File: src/rtl/ocl_portal_pkg.sv
// Shared types and constants for the OCL-to-portal MMIO bridge.
package ocl_portal_pkg;

  typedef enum logic [2:0] {
    ST_IDLE,
    ST_WR_REQ,
    ST_WR_RESP,
    ST_RD_REQ,
    ST_RD_WAIT,
    ST_RD_RESP
  } state_t;

  localparam logic [1:0]  RESP_OKAY     = 2'b00;
  localparam logic [1:0]  RESP_SLVERR   = 2'b10;
  localparam logic [31:0] TIMEOUT_RDATA = 32'hDEAD_BEEF;

endpackage

File: src/rtl/ocl_portal_bridge.sv
// AXI-Lite OCL slave that serialises reads/writes into one portal request stream.
// Optional read-response timeout enabled by defining OCL_TIMEOUT_EN.
module ocl_portal_bridge
  import ocl_portal_pkg::*;
#(
  parameter int ADDR_W         = 16,
  parameter int TIMEOUT_CYCLES = 4096
) (
  input  logic              clk_main_a0,
  input  logic              rst_main,
  input  logic              sh_ocl_awvalid,
  input  logic [31:0]       sh_ocl_awaddr,
  output logic              ocl_sh_awready,
  input  logic              sh_ocl_wvalid,
  input  logic [31:0]       sh_ocl_wdata,
  input  logic [3:0]        sh_ocl_wstrb,
  output logic              ocl_sh_wready,
  output logic              ocl_sh_bvalid,
  output logic [1:0]        ocl_sh_bresp,
  input  logic              sh_ocl_bready,
  input  logic              sh_ocl_arvalid,
  input  logic [31:0]       sh_ocl_araddr,
  output logic              ocl_sh_arready,
  output logic              ocl_sh_rvalid,
  output logic [31:0]       ocl_sh_rdata,
  output logic [1:0]        ocl_sh_rresp,
  input  logic              sh_ocl_rready,
  output logic              req_valid,
  input  logic              req_ready,
  output logic              req_write,
  output logic [ADDR_W-1:0] req_addr,
  output logic [31:0]       req_wdata,
  output logic [3:0]        req_wstrb,
  input  logic              rsp_valid,
  input  logic [31:0]       rsp_data,
`ifdef OCL_TIMEOUT_EN
  output logic              timeout_seen,
`endif
  output logic              rsp_ready
);

  state_t state_reg, state_next;

  logic              aw_held_reg, aw_held_next;
  logic              w_held_reg, w_held_next;
  logic [ADDR_W-1:0] aw_addr_reg;
  logic [31:0]       w_data_reg;
  logic [3:0]        w_strb_reg;
  logic              rr_last_write_reg, rr_last_write_next;

  logic              awready_reg, wready_reg, arready_reg;
  logic              bvalid_reg, rvalid_reg, rsp_ready_reg;
  logic [31:0]       rdata_reg;
  logic [1:0]        rresp_reg;
  logic              req_valid_reg, req_write_reg;
  logic [ADDR_W-1:0] req_addr_reg;
  logic [31:0]       req_wdata_reg;
  logic [3:0]        req_wstrb_reg;

  logic aw_capture, w_capture, read_take, wr_take, rsp_take, timeout_hit;

`ifdef OCL_TIMEOUT_EN
  localparam logic [31:0] TIMEOUT_LAST = 32'(TIMEOUT_CYCLES - 1);
  logic [31:0] timer_reg;
  logic        timeout_seen_reg;
  assign timeout_hit  = (state_reg == ST_RD_WAIT) && !rsp_valid && (timer_reg == TIMEOUT_LAST);
  assign timeout_seen = timeout_seen_reg;
  logic unused_bits;
  assign unused_bits = ^{sh_ocl_awaddr[31:ADDR_W], sh_ocl_araddr[31:ADDR_W]};
`else
  assign timeout_hit = 1'b0;
  logic unused_bits;
  assign unused_bits = ^{sh_ocl_awaddr[31:ADDR_W], sh_ocl_araddr[31:ADDR_W],
                         32'(TIMEOUT_CYCLES), RESP_SLVERR, TIMEOUT_RDATA};
`endif

  // arready is precomputed so it is only high in IDLE when a read would win arbitration.
  assign aw_capture = sh_ocl_awvalid && awready_reg;
  assign w_capture  = sh_ocl_wvalid && wready_reg;
  assign read_take  = (state_reg == ST_IDLE) && sh_ocl_arvalid && arready_reg;
  assign wr_take    = (state_reg == ST_IDLE) && aw_held_reg && w_held_reg && !read_take;
  assign rsp_take   = (state_reg == ST_RD_WAIT) && rsp_valid && rsp_ready_reg;

  always_comb begin
    aw_held_next       = aw_held_reg;
    w_held_next        = w_held_reg;
    state_next         = state_reg;
    rr_last_write_next = rr_last_write_reg;

    if (wr_take) begin
      aw_held_next = 1'b0;
      w_held_next  = 1'b0;
    end
    if (aw_capture) aw_held_next = 1'b1;
    if (w_capture)  w_held_next  = 1'b1;

    case (state_reg)
      ST_IDLE: begin
        if (read_take) begin
          state_next         = ST_RD_REQ;
          rr_last_write_next = 1'b0;
        end else if (wr_take) begin
          state_next         = ST_WR_REQ;
          rr_last_write_next = 1'b1;
        end
      end
      ST_WR_REQ:  if (req_ready)                state_next = ST_WR_RESP;
      ST_WR_RESP: if (sh_ocl_bready)            state_next = ST_IDLE;
      ST_RD_REQ:  if (req_ready)                state_next = ST_RD_WAIT;
      ST_RD_WAIT: if (rsp_take || timeout_hit)  state_next = ST_RD_RESP;
      ST_RD_RESP: if (sh_ocl_rready)            state_next = ST_IDLE;
      default:                                  state_next = ST_IDLE;
    endcase
  end

  always_ff @(posedge clk_main_a0) begin
    if (rst_main) begin
      state_reg         <= ST_IDLE;
      aw_held_reg       <= 1'b0;
      w_held_reg        <= 1'b0;
      aw_addr_reg       <= '0;
      w_data_reg        <= '0;
      w_strb_reg        <= '0;
      rr_last_write_reg <= 1'b0;
      awready_reg       <= 1'b0;
      wready_reg        <= 1'b0;
      arready_reg       <= 1'b0;
      bvalid_reg        <= 1'b0;
      rvalid_reg        <= 1'b0;
      rsp_ready_reg     <= 1'b0;
      rdata_reg         <= '0;
      rresp_reg         <= RESP_OKAY;
      req_valid_reg     <= 1'b0;
      req_write_reg     <= 1'b0;
      req_addr_reg      <= '0;
      req_wdata_reg     <= '0;
      req_wstrb_reg     <= '0;
`ifdef OCL_TIMEOUT_EN
      timer_reg         <= '0;
      timeout_seen_reg  <= 1'b0;
`endif
    end else begin
      state_reg         <= state_next;
      aw_held_reg       <= aw_held_next;
      w_held_reg        <= w_held_next;
      rr_last_write_reg <= rr_last_write_next;

      if (aw_capture) aw_addr_reg <= sh_ocl_awaddr[ADDR_W-1:0];
      if (w_capture) begin
        w_data_reg <= sh_ocl_wdata;
        w_strb_reg <= sh_ocl_wstrb;
      end

      awready_reg   <= !aw_held_next;
      wready_reg    <= !w_held_next;
      arready_reg   <= (state_next == ST_IDLE) &&
                       (!(aw_held_next && w_held_next) || rr_last_write_next);
      req_valid_reg <= (state_next == ST_WR_REQ) || (state_next == ST_RD_REQ);
      rsp_ready_reg <= (state_next == ST_RD_WAIT);
      bvalid_reg    <= (state_next == ST_WR_RESP);
      rvalid_reg    <= (state_next == ST_RD_RESP);

      // Request fields load only on the IDLE decision, so they stay put while stalled.
      if (wr_take) begin
        req_write_reg <= 1'b1;
        req_addr_reg  <= aw_addr_reg;
        req_wdata_reg <= w_data_reg;
        req_wstrb_reg <= w_strb_reg;
      end else if (read_take) begin
        req_write_reg <= 1'b0;
        req_addr_reg  <= sh_ocl_araddr[ADDR_W-1:0];
        req_wdata_reg <= '0;
        req_wstrb_reg <= '0;
      end

      if (rsp_take) begin
        rdata_reg <= rsp_data;
        rresp_reg <= RESP_OKAY;
      end
`ifdef OCL_TIMEOUT_EN
      else if (timeout_hit) begin
        rdata_reg        <= TIMEOUT_RDATA;
        rresp_reg        <= RESP_SLVERR;
        timeout_seen_reg <= 1'b1;
      end
      timer_reg <= ((state_reg == ST_RD_WAIT) && (state_next == ST_RD_WAIT)) ?
                   timer_reg + 32'd1 : 32'd0;
`endif
    end
  end

  assign ocl_sh_awready = awready_reg;
  assign ocl_sh_wready  = wready_reg;
  assign ocl_sh_arready = arready_reg;
  assign ocl_sh_bvalid  = bvalid_reg;
  assign ocl_sh_bresp   = RESP_OKAY;
  assign ocl_sh_rvalid  = rvalid_reg;
  assign ocl_sh_rdata   = rdata_reg;
  assign ocl_sh_rresp   = rresp_reg;
  assign req_valid      = req_valid_reg;
  assign req_write      = req_write_reg;
  assign req_addr       = req_addr_reg;
  assign req_wdata      = req_wdata_reg;
  assign req_wstrb      = req_wstrb_reg;
  assign rsp_ready      = rsp_ready_reg;

endmodule

File: config.mk
export PLATFORM = sky130hd
export DESIGN_NAME = ocl_portal_bridge
export DESIGN_NICKNAME = d
export VERILOG_FILES = /design/src/rtl/ocl_portal_pkg.sv /design/src/rtl/ocl_portal_bridge.sv
export SDC_FILE = /design/constraint.sdc
export NUM_CORES = 1
export LEC_CHECK = 0
export ABC_AREA = 1
export ABC_CLOCK_PERIOD_IN_PS = 1400
export CAP_MARGIN = 10
export CORE_AREA = 3 3 129 131
export CTS_BUF_LIST = sky130_fd_sc_hd__clkbuf_4 sky130_fd_sc_hd__clkbuf_8
export CTS_CLUSTER_DIAMETER = 100
export DETAILED_ROUTE_END_ITERATION = 6
export DIE_AREA = 0 0 132 134
export PLACE_DENSITY_LB_ADDON = 0.3
export SYNTH_ARGS = -nofsm -noshare
export SYNTH_HDL_FRONTEND = slang
export SYNTH_SLANG_ARGS = --single-unit
File: constraint.sdc
create_clock -name clk_main_a0 -period 1.4 [get_ports clk_main_a0]
set_input_delay 0.14 -clock clk_main_a0 [delete_from_list [all_inputs] [get_ports clk_main_a0]]
set_output_delay 0.14 -clock clk_main_a0 [all_outputs]
set_load 0.02 [all_outputs]
==> flow_summary.ini, run 1 <==
[run_status]
outcome = finished clean

[detailed_routing]
drt_iter0_markers = 211
route.vias.total = 5243
routed_wl_um = 15500
dr.pass1.iters = 4
drc = 0
vias_per_cell = 4.53
avgRoutedWirePerCell_um = 13.4
postRouteAntennaNets = 0

[placement]
gp_congestion = 0.761
dp_cells = 1116
hpwlAfterDp_um = 10200
port-buffer-count = 200

[logic_synthesis]
yosysTopAreaCellShare_pct = 55.2
syn_area_um2 = 5440
ys.flop_type = dfxtp_1
synth_compound_area_share_pct = 14.6
synth-simple-area-share_pct = 22.1
synth-xor-area-share_pct = 0
synthCells = 715
synth_seq_cells = 150
synthAdderAreaFrac_pct = 0
synth-edff-count = 0
yosys_warnings = 0
synth_top_family_by_area = simple AND/OR/NAND/NOR gates
synth-async-reset-ratio_pct = 0
syn_avg_cell_area_um2 = 7.61
ys_types = 22
yosysSeqAreaShare_pct = 55.2
muxShareOfSynthArea_pct = 0
synth_commonest_cells = dfxtp_1, nand2_1, nor2_1
yosysTopAreaCell = dfxtp_1
yosys-top-cells-area = dfxtp_1, nand2_1, nor2_1, o21ai_0, a21oi_1

[sta]
period_needed_ns = 1.37
min_period_over_period_pct = 97.5
max_freq_ghz = 0.732
final_hold_viol_count = 0
hold_ws_ns = 0.181
slew_viol_final = 0
clock_skew_ns = 0.00857
rsz0062_at_grt = yes
setup_viol = 0

[critical_path]
path_buf_inv = 3
critPathLaunch = state_reg[0]
worstSetupEndpointType = register
timing.rr.start = state_reg[0]
path_max_fanout = 8
crit_arrival_ns = 1.75
cp-start-kind = register
cp_cell_sequence = nor2_4, nand4_1, bufinv_8, clkbuf_16, nand2_4, nand3_2, nand2_1, inv_1
required_ns = 1.78
critical_path.slowest_cell = dfxtp_2
slowest_delay_ns = 0.34
crit_type = register to register
crit_family = buffers and inverters

[clock_tree]
cts_inserted_buffers = 17
clock_sinks = 150
cts_hold_buf = 0
cts_root_buffer = clkbuf_8
clock_path_buffers = 2
h-tree-depth = 4
clk_latency_ns = 0.44
clk_pin_slew_ns = 0.08
cts_tree = done

[floorplanning]
dieHeight_um = 134
start_util_pct = 34.6
die_w_um = 132
die_area_um2 = 17700
rows = 46
core_area_um2 = 15700
io_pins = 237

[pwr]
power_density_nw_per_um2 = 1110
vdd_drop_max_mv = 0.499
finalPower_mw = 9.61
leakagePower_nw = 3.88

[final_layout]
final_nets = 1069
fill_cells = 1523
stdcell_count = 1157
area_growth_pct = 58.7
fin_util_pct = 55.0
diodes = 0
final_layout_size_suffix_gt1_share_pct = 16.7

[grt]
grt_use_total_pct = 16.7
grt_pass1_vias = 4798
grt_overflow_total = 0
use_met2_pct = 26.5
grt_max_degree = 65
gr-usage-met1_pct = 21.3
grt-busiest-layer = met2
grt_pass1_wl_um = 23700
use_met3_pct = 4.69
antenna_found_initial = 1

[min_path]
hp-class = input pin to register
min_from = rst_main

[flow_run]
max_cap_viol_count = 0
[worst paths after layout]
| path | endpoint | slack (ns) | cells past startpoint |
|---|---|---|---|
| max | req_addr[6] | 0.03 | 8 |
| min | w_held_reg | 0.18 | 3 |
| max reg2reg | req_addr[6] | 0.03 | 8 |
| min reg2reg | ocl_sh_rdata[14] | 0.44 | 2 |
[what timing repair did]
action / in CTS / in global routing
pin swaps: 0 / 53
cloned: 0 / 6
endpoints found under the setup margin: 92 / 51
resized for setup: 93 / 87
buffers inserted: 0 / 3
[layer usage]
layer	vias to the layer above	share of wire, %	wire length [um]
met1	2370	45	6930
met3	26	5.7	881
li1	2682	-	-
met4	2	2.3	358
met2	163	47	7290
met5	-	0.084	13
[report_power, final]
group | switching, mW | total, mW | leakage (nW) | internal [mW]
clock | 1.60 | 3.68 | 0.215 | 2.08
sequential | 0.109 | 4.56 | 1.22 | 4.45
combinational | 0.675 | 1.37 | 2.45 | 0.694
[logic make-up (layout without fill, tap and decap cells)]
group	count (synthesis)	in the layout
AOI/OAI and AO/OA	158	158
other	1	4
buffers and inverters	103	326
DFF	150	150
and+or+nand+nor	303	303
[area by class of cell]
type / count / area [um2] / area share, %
multi-input cells: 465 / 2280 / 26.4
well taps: 216 / 270 / 3.13
inverters: 57 / 230 / 2.67
clock buffers: 21 / 277 / 3.20
clock inverters: 11 / 173 / 2.00
repair buffers: 237 / 2400 / 27.8
flip-flops and latches: 150 / 3010 / 34.8
[layout by cell type, fill, tap and decap left out, drive strengths merged, types with 22 or more instances in the layout]
master and n:
clkdlybuf4s50 107, dlygate4sd2 91, o21ai 86, inv 57, dfxtp 150, clkbuf 26, a21oi 72, nor2 123
nand2 151, nand3 22, buf 33
[worst reg2reg max path, stage by stage (launching register included)]
cell and delay (ns):
dfxtp_2 0.34, nor2_4 0.15, nand4_1 0.14, bufinv_8 0.30, clkbuf_16 0.18, nand2_4 0.04
nand3_2 0.05, nand2_1 0.05, inv_1 0.06
[metrics by stage]
stage | area (um2) | setup slack (ns) | TNS [ns]
4_1_cts | 8180 | 0.00297 | 0
3_3_place_gp | 7840 | -0.113 | -5.19
6_report | 8640 | 0.0345 | 0
2_1_floorplan | 5450 | 0.0689 | 0
3_5_place_dp | 7840 | -0.168 | -6.38
5_1_grt | 8640 | -0.0582 | -0.944
(Power assumes the default switching activity.)
==> run 2: changes to the inputs <==
ABC_CLOCK_PERIOD_IN_PS = 1250   (was 1400)
CORE_AREA = 3 3 123 125   (was 3 3 129 131)
DIE_AREA = 0 0 126 128   (was 0 0 132 134)
clock period = 1.25 ns   (was 1.4 ns; I/O delays follow)
==> flow_summary.ini, run 2 (same netlist as run 1, synthesis figures left out) <==
[clock_tree]
cts_root_buffer = clkbuf_8
clk_pin_slew_ns = 0.08
h-tree-depth = 4
clk_latency_ns = 0.45
cts_tree = done
cts_hold_buf = 0
clock_path_buffers = 2
cts_inserted_buffers = 17
clock_sinks = 150

[final_layout]
final_common_cell = dfxtp_1
final_nets = 1079
diodes = 0
final_cell_mix = dfxtp_1, nand2_1, nor2_1
area_growth_pct = 56.2
fin_util_pct = 60.7
final_layout_size_suffix_gt1_share_pct = 25.2

[placement]
port-buffer-count = 200
hpwlAfterDp_um = 10100
gp_congestion = 0.783
pre_cts_slack_ns = -0.268

[sta]
slew_viol_final = 0
clock_skew_ns = 0.0191
rsz0062_at_grt = yes
postLayoutSetupSlackWorst_ns = -0.161
period_needed_ns = 1.41
final_hold_viol_count = 0
max_freq_ghz = 0.709
setup_viol = 85
min_period_over_period_pct = 113
hold_ws_ns = 0.157

[detailed_routing]
route.top_layer_used = met4
drt_iter0_markers = 308
wl_met3_um = 852
avgRoutedWirePerCell_um = 13.9
dr.pass1.iters = 5
drc = 0
route.vias.total = 5246
vias_per_cell = 4.64
wl_met1_um = 7170
postRouteAntennaNets = 0
routed_wl_um = 15700
wl_met2_um = 7430

[min_path]
min_path_cells = 3
hp-class = input pin to register
min_from = rst_main
hold_path_end = state_reg[0]

[floorplanning]
io_pins = 237
rows = 43
dieHeight_um = 128
core_area_um2 = 14000
die_w_um = 126
die_area_um2 = 16100
start_util_pct = 38.9

[grt]
grt_overflow_total = 0
grt_max_degree = 71
grt_pass1_vias = 4781
grt_use_total_pct = 18.5
antenna_found_initial = 0
grt_pass1_wl_um = 24100

[pwr]
leakagePower_nw = 3.70
vdd_drop_max_mv = 0.784
power_density_nw_per_um2 = 1300
finalPower_mw = 11.0

[run_status]
outcome = complete, but fails checks
violations = setup timing

[critical_path]
cp-start-kind = register
cp_cell_sequence = nor2_4, buf_4, nand2_4, a21oi_4, inv_4, buf_12, clkbuf_16, nand2_1, a21oi_2
timing.rr.start = state_reg[0]
worstSetupEndpointType = register
slowest_delay_ns = 0.34
r2r_cells = 9
reg2reg_slack_ns = -0.16
crit_type = register to register
critical_path.slowest_cell = dfxtp_2
worstReg2RegEnd = req_wdata[12]
path_max_fanout = 12
crit_arrival_ns = 1.74
required_ns = 1.58

[flow_run]
max_cap_viol_count = 0
run 2: timing repair:
item | CTS | global route
gates cloned | 3 | 3
endpoints found under the setup margin | 149 | 156
pin swaps | 32 | 18
setup buffers | 9 | 3
resized for setup | 250 | 134
run 2: where the power goes:
part / internal (mW) / switching [mW] / total (mW)
logic: 0.799 / 0.772 / 1.57
registers: 4.98 / 0.127 / 5.11
clock network: 2.48 / 1.88 / 4.37
total: 8.27 / 2.78 / 11.0
run 2: how the worst max path moves through the flow:
stage / start / to / slack [ns] / depth (start not counted)
after floorplan: state_reg[0] / req_addr[10] / 0.02 / 9
after global placement: rsp_valid / ocl_sh_rdata[20] / -0.23 / 6
after detailed placement: sh_ocl_arvalid / req_wdata[8] / -0.27 / 7
after CTS: state_reg[1] / req_addr[13] / -0.08 / 10
after global routing: state_reg[0] / req_addr[4] / -0.20 / 10
final: state_reg[0] / req_wdata[12] / -0.16 / 9
run 2: cell type report:
type                            instances  area (um2)
Sequential cell                       150        3010
Multi-Input combinational cell        465        2270
Clock buffer                           19         255
Inverter                               57         219
Clock inverter                         13         216
Fill cell                            1285        5490
Timing Repair Buffer                  247        2300
Tap cell                              180         225
run 2: critical path, delay by kind of cell, from the launching register on:
kind,cells,cell delay (ns)
buf+inv,4,0.49
flops,1,0.34
simple gates,3,0.27
compound gates,2,0.20
run 2: through the flow:
stage                     cells  cell area (um2)  setup TNS (ns)
after CTS                  1127             8570           -2.45
final                      1131             8500           -6.74
after global placement     1083             7810          -16.54
after global routing       1131             8500          -13.12
after detailed placement   1083             7810          -19.01
after floorplan             718             5480               0
run 2: metal layers:
| metal | vias to the layer above | GRT usage [%] |
|---|---|---|
| met5 | - | 0 |
| met4 | 0 | 5.62 |
| met3 | 21 | 5.29 |
| met2 | 155 | 29.8 |
| met1 | 2374 | 24.1 |
| li1 | 2696 | - |
==> patch: new RTL, flow settings as in run 1 <==
Encoding of `state_t`: now Gray code (3 bits for 6 states).
--- a/src/rtl/ocl_portal_pkg.sv
+++ b/src/rtl/ocl_portal_pkg.sv
@@ -2,12 +2,12 @@
 package ocl_portal_pkg;
 
   typedef enum logic [2:0] {
-    ST_IDLE,
-    ST_WR_REQ,
-    ST_WR_RESP,
-    ST_RD_REQ,
-    ST_RD_WAIT,
-    ST_RD_RESP
+    ST_IDLE    = 3'b000,
+    ST_WR_REQ  = 3'b001,
+    ST_WR_RESP = 3'b011,
+    ST_RD_REQ  = 3'b010,
+    ST_RD_WAIT = 3'b110,
+    ST_RD_RESP = 3'b111
   } state_t;
 
   localparam logic [1:0]  RESP_OKAY     = 2'b00;
Function: same outputs for any inputs over 4 cycles, from zero or initial values and one cycle with rst_main high; so few cycles prove little.
==> patch against run 1 <==
Wire length rose by 3.2%. Critical endpoint is now req_wdata[20]$_SDFFE_PP0P_. Area after synthesis rose by 2.0%. Synthesized cell count rose by 3.1%. Worst setup slack got worse by 0.011 ns. Sequential cell count did not move. Global-route usage rose by 1.0 points. Fmax fell by 0.80%. Total power fell by 4.8%. Design area fell by 1.5%.
==> patch: results (changes against run 1) <==
[finish]
layout-drive-gt1-share_pct=12.3  ; -4.4 points
antenna_cells=0  ; unchanged
area_growth_syn_to_layout_pct=53.3
fill_cells=1548  ; +1.6%

[placement]
dp_cells=1138  ; +2.0%
portBuffers=200  ; unchanged
dp_hpwl_mm=11.0  ; +8.1%
gp_congestion=0.755  ; -0.83%

[drt]
route.met2.wl_mm=7.72  ; +5.8%
highest_layer=met4
wirelength_mm=16.0  ; +3.2%
via_count=5335  ; +1.8%
first_pass_iters=4  ; unchanged
wl_met1_mm=7.04  ; +1.6%
wl_met3_um=948  ; +7.6%
via_per_inst=4.54  ; +0.11%
drt_iter0_drc=231  ; +9.5%

[global_routing]
met3_usage_pct=6.45  ; +1.8 points
antenna_found_initial=0  ; -1
grtUsageMet1_pct=21.4  ; +0.18 points
grt_pass1_wl_mm=25.2  ; +6.6%
grt_pass1_vias=5122  ; +6.8%
grt_max_degree=72  ; +11%
grt_use_met2_pct=28.8  ; +2.3 points
grt.total_usage_pct=17.7  ; +1.0 points

[cts]
ctsHtreeMaxLevel=4  ; unchanged
clkTransAtPathRegs_ns=0.08  ; about the same
cts_buffers=17  ; unchanged
clockBufferDepth=2  ; unchanged

[power]
vdd_drop_max_mv=0.588  ; +18%
p_leak_uw=0.00397  ; +2.2%
switching_share_pct=26.8  ; +2.0 points

[hold_path]
holdPathEnd=state_reg[1]$_SDFF_PP0_
holdPathStages=3  ; unchanged
hold_path_class=input port to register

[synthesis]
seq_area_frac_synth_pct=54.1  ; -1.1 points
yosysUniqueCellTypes=21  ; -4.5%
async_flop_share_pct=0  ; unchanged
synthTopCellsByCount=nor2_1, dfxtp_1, nand2_1, o21ai_0, nand3_1
synthTopCellsByArea=dfxtp_1, nor2_1, o21ai_0
yosys_warnings=0  ; unchanged
synth-main-ff-cell=dfxtp_1
synthCells=737  ; +3.1%

[worst_setup_path]
crit_end=req_wdata[20]$_SDFFE_PP0P_
worstPathMaxFanout=24  ; +16
worst-r2r-cell-count=7  ; -1
setup.worst_path.start=state_reg[1]$_SDFF_PP0_
cp_slowest_cell=dfxtp_4
r2r_setup_slack_ns=0.02
critPathMaxStageDelay_ns=0.37  ; +0.03 ns

[run_status]
outcome=finished clean

[job]
maxCapViolCount=0  ; unchanged

[sta]
clock_skew_ns=0.00686  ; -0.00171 ns
finalSetupViolations=0  ; unchanged

[patch: cell types whose count changed in the layout (fill, tap and decap cells not counted), moves of 11 or more]
cell | before | now
a21oi_2 | 25 | 0
inv_1 | 52 | 25
nand2_1 | 116 | 103
nand2_2 | 32 | 4
nand3_1 | 8 | 53
nand3_2 | 14 | 25
nor2_1 | 120 | 185
[patch: logic make-up after synthesis]
logic type	synth area share, %
flops	54.1
simple gates	28.3
other cells	0.0676
buf+inv	6.36
compound gates	11.2
[patch: layout make-up]
| class | count | share of cell area [%] |
|---|---|---|
| clock buffer | 20 | 3.23 |
| inverter | 30 | 1.41 |
| sequential | 150 | 35.4 |
| multi-input combinational | 509 | 28.0 |
| clock inverter | 12 | 1.38 |
| tap | 216 | 3.18 |
| timing repair buffer | 239 | 27.4 |
[patch: power by group through the flow]
stage | Sequential, uW | Combinational (uW) | Clock, uW
2_1_floorplan | 4690 | 535 | 0
3_3_place_gp | 4630 | 1250 | 0
3_5_place_dp | 4640 | 1260 | 0
4_1_cts | 4530 | 1230 | 3380
5_1_grt | 4560 | 1470 | 3580
6_report | 4540 | 1330 | 3280
[patch: metrics by stage]
stage | hold slack [ns] | util (%) | setup WS, ns | setup TNS [ns] | instance area (um2)
3_5_place_dp | 0.450 | 50.5 | -0.138 | -5.22 | 7940
4_1_cts | 0.0345 | 52.4 | 0.00433 | 0 | 8240
6_report | 0.0889 | 54.2 | 0.0235 | 0 | 8510
5_1_grt | 0.0536 | 54.2 | -0.0676 | -1.25 | 8510
2_1_floorplan | 0.275 | - | 0.126 | 0 | 5560
3_3_place_gp | 0.444 | 50.5 | -0.118 | -3.49 | 7940
[patch: timing repair]
item                       in CTS  in global routing
setup endpoints to repair     113                 83
resized for setup              97                 55
pin swaps                       0                 14
setup buffers                   1                  3
gates cloned                    0                  2
